--- src/rtl/param_reg_file_pkg.sv ---
// Shared defaults and helpers for the parameterised register file
// and its external-update channels.
package param_reg_file_pkg;

    localparam int DATA_W_DEF      = 16;
    localparam int NUM_REGS_DEF    = 16;
    localparam int NUM_EXT_DEF     = 2;
    localparam int EXT_BASE_DEF    = 10;
    localparam int STALE_LIMIT_DEF = 1023;

    // Never returns 0, so a one-entry file still gets a 1-bit address.
    function automatic int clog2(input int n);
        int r;
        r = 0;
        for (int v = 1; v < n; v = v << 1) begin
            r++;
        end
        return (r < 1) ? 1 : r;
    endfunction

endpackage

--- src/rtl/param_reg_file_ext_channel.sv ---
// One external-update channel: lock-time pending buffer, sticky overrun
// flag and saturating staleness counter.
module ext_channel
    import param_reg_file_pkg::*;
#(
    parameter int DATA_W      = DATA_W_DEF,
    parameter int STALE_LIMIT = STALE_LIMIT_DEF
) (
    input  logic              clk,
    input  logic              reset,
    input  logic              ext_lock_i,
    input  logic              ext_valid_i,
    input  logic [DATA_W-1:0] ext_data_i,
    input  logic              ack_i,
    output logic              upd_o,
    output logic [DATA_W-1:0] upd_data_o,
    output logic              pending_o,
    output logic              overrun_o,
    output logic              stale_o
);

    localparam int CNT_W = clog2(STALE_LIMIT + 1);
    localparam logic [CNT_W-1:0] LIMIT = CNT_W'(STALE_LIMIT);

    logic              pend_q, pend_d;
    logic [DATA_W-1:0] pdata_q, pdata_d;
    logic              ovr_q, ovr_d;
    logic [CNT_W-1:0]  cnt_q, cnt_d;

    always_comb begin
        pend_d     = pend_q;
        pdata_d    = pdata_q;
        ovr_d      = ovr_q;
        upd_o      = 1'b0;
        upd_data_o = ext_data_i;
        if (!ext_lock_i) begin
            pend_d = 1'b0;
            // A live sample is newer than anything buffered during lock.
            if (ext_valid_i) begin
                upd_o = 1'b1;
            end else if (pend_q) begin
                upd_o      = 1'b1;
                upd_data_o = pdata_q;
            end
            if (ack_i) begin
                ovr_d = 1'b0;
            end
        end else if (ext_valid_i) begin
            pdata_d = ext_data_i;
            pend_d  = 1'b1;
            if (pend_q) begin
                ovr_d = 1'b1;
            end
        end
    end

    always_comb begin
        cnt_d = cnt_q;
        if (upd_o) begin
            cnt_d = '0;
        end else if (cnt_q != LIMIT) begin
            cnt_d = cnt_q + 1'b1;
        end
    end

    always_ff @(negedge clk or posedge reset) begin
        if (reset) begin
            pend_q  <= 1'b0;
            pdata_q <= '0;
            ovr_q   <= 1'b0;
            cnt_q   <= '0;
        end else begin
            pend_q  <= pend_d;
            pdata_q <= pdata_d;
            ovr_q   <= ovr_d;
            cnt_q   <= cnt_d;
        end
    end

    assign pending_o = pend_q;
    assign overrun_o = ovr_q;
    assign stale_o   = (cnt_q == LIMIT);

endmodule

--- src/rtl/param_reg_file.sv ---
// Register file with two read ports, one ALU write port and a block of
// registers fed by lockable external-update channels.
module param_reg_file
    import param_reg_file_pkg::*;
#(
    parameter int DATA_W      = DATA_W_DEF,
    parameter int NUM_REGS    = NUM_REGS_DEF,
    parameter int NUM_EXT     = NUM_EXT_DEF,
    parameter int EXT_BASE    = EXT_BASE_DEF,
    parameter int STALE_LIMIT = STALE_LIMIT_DEF,
    parameter int ADDR_W      = clog2(NUM_REGS)
) (
    input  logic                       clk,
    input  logic                       reset,
    input  logic                       wr_en,
    input  logic [ADDR_W-1:0]          wr_addr,
    input  logic [DATA_W-1:0]          wr_data,
    input  logic [NUM_EXT*DATA_W-1:0]  ext_data,
    input  logic [NUM_EXT-1:0]         ext_valid,
    input  logic                       ext_lock,
    input  logic [ADDR_W-1:0]          rd_addr_a,
    input  logic [ADDR_W-1:0]          rd_addr_b,
    output logic [DATA_W-1:0]          rd_data_a,
    output logic [DATA_W-1:0]          rd_data_b,
    output logic [NUM_REGS*DATA_W-1:0] regs_flat,
    output logic [NUM_EXT-1:0]         ext_pending,
    output logic [NUM_EXT-1:0]         ext_overrun,
    output logic [NUM_EXT-1:0]         ext_stale
);

    generate
        if ((EXT_BASE + NUM_EXT) > NUM_REGS) begin : g_bad_cfg
            $error("param_reg_file: EXT_BASE+NUM_EXT exceeds NUM_REGS");
        end
    endgenerate

    logic [DATA_W-1:0] regs_q [NUM_REGS];
    logic [DATA_W-1:0] regs_d [NUM_REGS];
    logic [NUM_EXT-1:0] upd;
    logic [NUM_EXT-1:0] ack;
    logic [DATA_W-1:0] upd_data [NUM_EXT];

    genvar k;
    generate
        for (k = 0; k < NUM_EXT; k++) begin : g_ch
            assign ack[k] = wr_en && (wr_addr == ADDR_W'(EXT_BASE + k));

            ext_channel #(
                .DATA_W      (DATA_W),
                .STALE_LIMIT (STALE_LIMIT)
            ) u_ch (
                .clk         (clk),
                .reset       (reset),
                .ext_lock_i  (ext_lock),
                .ext_valid_i (ext_valid[k]),
                .ext_data_i  (ext_data[k*DATA_W +: DATA_W]),
                .ack_i       (ack[k]),
                .upd_o       (upd[k]),
                .upd_data_o  (upd_data[k]),
                .pending_o   (ext_pending[k]),
                .overrun_o   (ext_overrun[k]),
                .stale_o     (ext_stale[k])
            );
        end
    endgenerate

    // External registers only take ALU data while locked (software override).
    always_comb begin
        for (int i = 0; i < NUM_REGS; i++) begin
            regs_d[i] = regs_q[i];
            if (wr_en && (wr_addr == ADDR_W'(i))) begin
                if (i < EXT_BASE || i >= EXT_BASE + NUM_EXT || ext_lock) begin
                    regs_d[i] = wr_data;
                end
            end
        end
        for (int c = 0; c < NUM_EXT; c++) begin
            if (upd[c]) begin
                regs_d[EXT_BASE + c] = upd_data[c];
            end
        end
    end

    always_ff @(negedge clk or posedge reset) begin
        if (reset) begin
            for (int i = 0; i < NUM_REGS; i++) begin
                regs_q[i] <= '0;
            end
        end else begin
            for (int i = 0; i < NUM_REGS; i++) begin
                regs_q[i] <= regs_d[i];
            end
        end
    end

    always_comb begin
        rd_data_a = '0;
        rd_data_b = '0;
        for (int i = 0; i < NUM_REGS; i++) begin
            if (rd_addr_a == ADDR_W'(i)) begin
                rd_data_a = regs_q[i];
            end
            if (rd_addr_b == ADDR_W'(i)) begin
                rd_data_b = regs_q[i];
            end
        end
    end

    genvar r;
    generate
        for (r = 0; r < NUM_REGS; r++) begin : g_flat
            assign regs_flat[r*DATA_W +: DATA_W] = regs_q[r];
        end
    endgenerate

endmodule

--- config.mk ---
export PLATFORM = sky130hd
export DESIGN_NAME = param_reg_file
export DESIGN_NICKNAME = d
export VERILOG_FILES = /design/src/rtl/param_reg_file_pkg.sv /design/src/rtl/param_reg_file_ext_channel.sv /design/src/rtl/param_reg_file.sv
export SDC_FILE = /design/constraint.sdc
export NUM_CORES = 1
export LEC_CHECK = 0
export ABC_AREA = 0
export BUFFER_PORTS_ARGS = -buffer_cell sky130_fd_sc_hd__buf_2
export CAP_MARGIN = 20
export CORE_MARGIN = 2
export CORE_UTILIZATION = 51
export DETAILED_ROUTE_END_ITERATION = 6
export PLACE_DENSITY = 0.78
export SKIP_LAST_GASP = 1
export SLEW_MARGIN = 0
export SYNTH_ARGS = -nofsm -noshare
export SYNTH_HDL_FRONTEND = slang
export SYNTH_SLANG_ARGS = --single-unit
--- constraint.sdc ---
create_clock -name clk -period 10.6 [get_ports clk]
set_clock_uncertainty 0.2 [all_clocks]
set_input_delay 1.59 -clock clk [delete_from_list [all_inputs] [get_ports clk]]
set_output_delay 1.59 -clock clk [all_outputs]
set_load 0.03 [all_outputs]
==> qor.csv <==
metric,value,unit
synth.most_common_cell,dfrtn_1,
wl_per_cell,30.2,µm
final_nets,2048,
cts.sinks,312,
ys_ff_latch,312,
cts-root-buf,clkbuf_16,
antenna_found_initial,0,
cts_max_level,2,
yosysTopAreaCell,dfrtn_1,
final.setup.tns,0,ps
synthArstFlopShare,1.00,
first_global_vias,16200,
grt_usage,0.397,
swShare,0.413,
layout-drive-gt1-share,0.383,
fin_area,20900,µm²
power-per-cell-area,220,nW/µm²
chipHeight,192,µm
ctsResizeCount,0,
cap_violations,0,
critPathKind,register to output port,
place_area,19700,µm²
routed_wirelength,74400,µm
ys.flop_type,dfrtn_1,
rows,68,
start_util,0.518,
violations,design-rule violations,
worstHoldPathType,register to register,
seqCellArea,7810,µm²
core,34600,µm²
leakage,9.30,nW
synth_edf_count,0,
antenna_left,0,
postCtsSetupBuffers,0,
ir_worst_vdd,0.153,mV
cts_hold_buf,0,
numPlacedInstances,2393,
netlist_instances,1710,
syn_area,17900,µm²
die_w,192,µm
status,finished with violations,
dr.pass1.iters,7,
vias_per_cell,6.87,
worstPathMaxFanout,4,
drtIter0Drc,2290,
multi_input_area,9250,µm²
fin_cells,2462,
cts_inserted_buffers,35,
synth_top_area_frac,0.435,
ys_types,77,
gp_congestion,0.993,
slew_headroom,0.220,
cp-end-kind,output port,
fill_cells,2889,
tritoncts,done,
pre_cts_ws,939,ps
p_int,2.70,mW
finalHoldViolations,0,
avgSynthCellArea,10.5,µm²
clkPwrFrac,0.263,
required,8810,ps
fin_ws,849,ps
vias,16900,
grt_pass1_wl,108000,µm
cp.arrival,7960,ps
pin_count,360,
seqPwrFrac,0.399,
rsz0062_at_grt,no,
synth_common_cells,"dfrtn_1 (312), mux2_2 (279), a21oi_1 (159)",
grt_overflow,0,
ys_top_cells_by_area,"dfrtn_1 (43%), mux2_2 (18%), a21oi_1 (4.4%)",
power.net_switching,1.90,mW
io_buffers,359,
holdWs,251,ps
syn_nets,1778,
grt_max_degree,117,
die-area,36700,µm²
critPathLaunchType,register,
slew_violations,0,
drcViolationCount,2,
clkTransAtPathRegs,50,ps
yosysSeqAreaShare,0.435,
place_hpwl,52300,µm
worstMarginPinSlew,1170,ps
pwr-share-comb,0.338,
ys_warn_count,0,
finalSetupViolCount,0,
cts.path.max_buffers,3,
clock_latency,530,ps
syn_to_final_growth,16.4,%
## layout by cell type, fill, tap and decap left out, drive strengths merged, types with 8 or more instances in the layout
master  count
buf       387
dfrtn     312
mux2      280
a21oi     160
nor2      154
o21ai      99
nand2      65
a22oi      63
clkbuf     53
mux2i      48
o22ai      34
nand3      30
mux4       23
nand2b     21
nor2b      21
nor3       20
a211oi     18
o221ai     18
a22o       16
inv        14
o211ai     11
a31oi      10
xor2        8
and2        8
a21o        8
## metal layers
layer | up-vias | part of all wire | global-route usage
li1 | 6932 | - | -
met1 | 8282 | 0.37 | 0.528
met2 | 1420 | 0.44 | 0.604
met3 | 284 | 0.14 | 0.116
met4 | 0 | 0.054 | 0.175
met5 | - | 0 | 0
## cell families (layout without fill, tap and decap cells)
logic type      after synthesis  after routing  share of synthesized area
compound gates              505            505                      0.180
other cells                   0              1                          0
simple gates                359            359                     0.0958
buf+inv                     169            465                     0.0504
mux                         351            351                      0.231
flops                       312            312                      0.435
xor+xnor                     12             12                    0.00586
fa+ha+maj                     2              2                    0.00139
## stage by stage
step                utilization  power, mW
floorplan                     -       2.75
global placement          0.569       3.31
detailed placement        0.569       3.35
CTS                       0.601       4.55
global route              0.603       4.73
finish                    0.603       4.60
## worst paths after layout
kind | start | to | slack, ps | cells past startpoint
max | regs_flat[69] | rd_data_a[5] | 850 | 6
min | g_ch[0].u_ch.pdata_q[11] | g_ch[0].u_ch.pdata_q[11] | 250 | 1
max reg2reg | g_ch[1].u_ch.cnt_q[3] | g_ch[1].u_ch.cnt_q[4] | 8660 | 5
min reg2reg | g_ch[0].u_ch.pdata_q[11] | g_ch[0].u_ch.pdata_q[11] | 250 | 1
max in group asynchronous | reset | regs_flat[162] | 3130 | 3
min in group asynchronous | reset | regs_flat[3] | 6040 | 2
## power groups by stage
stage	Sequential [mW]	Clock (mW)	Combinational (mW)
final	1.83	1.21	1.55
after global routing	1.85	1.26	1.62
after CTS	1.81	1.21	1.53
after detailed placement	1.83	0	1.52
after global placement	1.81	0	1.50
after floorplan	2.12	0	0.628
## final cells by class
cell class              count  share of cell area
repair buffers            387              0.0995
clock inverters            10             0.00473
multi-input cells        1229               0.443
inverters                  15             0.00287
well taps                 455              0.0272
diodes                      1            0.000120
flip-flops and latches    312               0.374
clock buffers              53              0.0490
## sequential cells by signal (all words and copies together), names as in the netlist
name / cells
regs_flat: 256
g_ch.u_ch.pdata_q: 32
g_ch.u_ch.cnt_q: 20
g_ch.u_ch.overrun_o: 2
g_ch.u_ch.pending_o: 2
## worst max-delay path, cell delays in order, from the launching register on
cell and delay [ps]:
dfrtn_1 580, mux2_2 210, o221ai_1 220, a221o_1 390, a22o_1 220, a21oi_1 250, buf_2 260
Power figures use the tool's default switching activity.
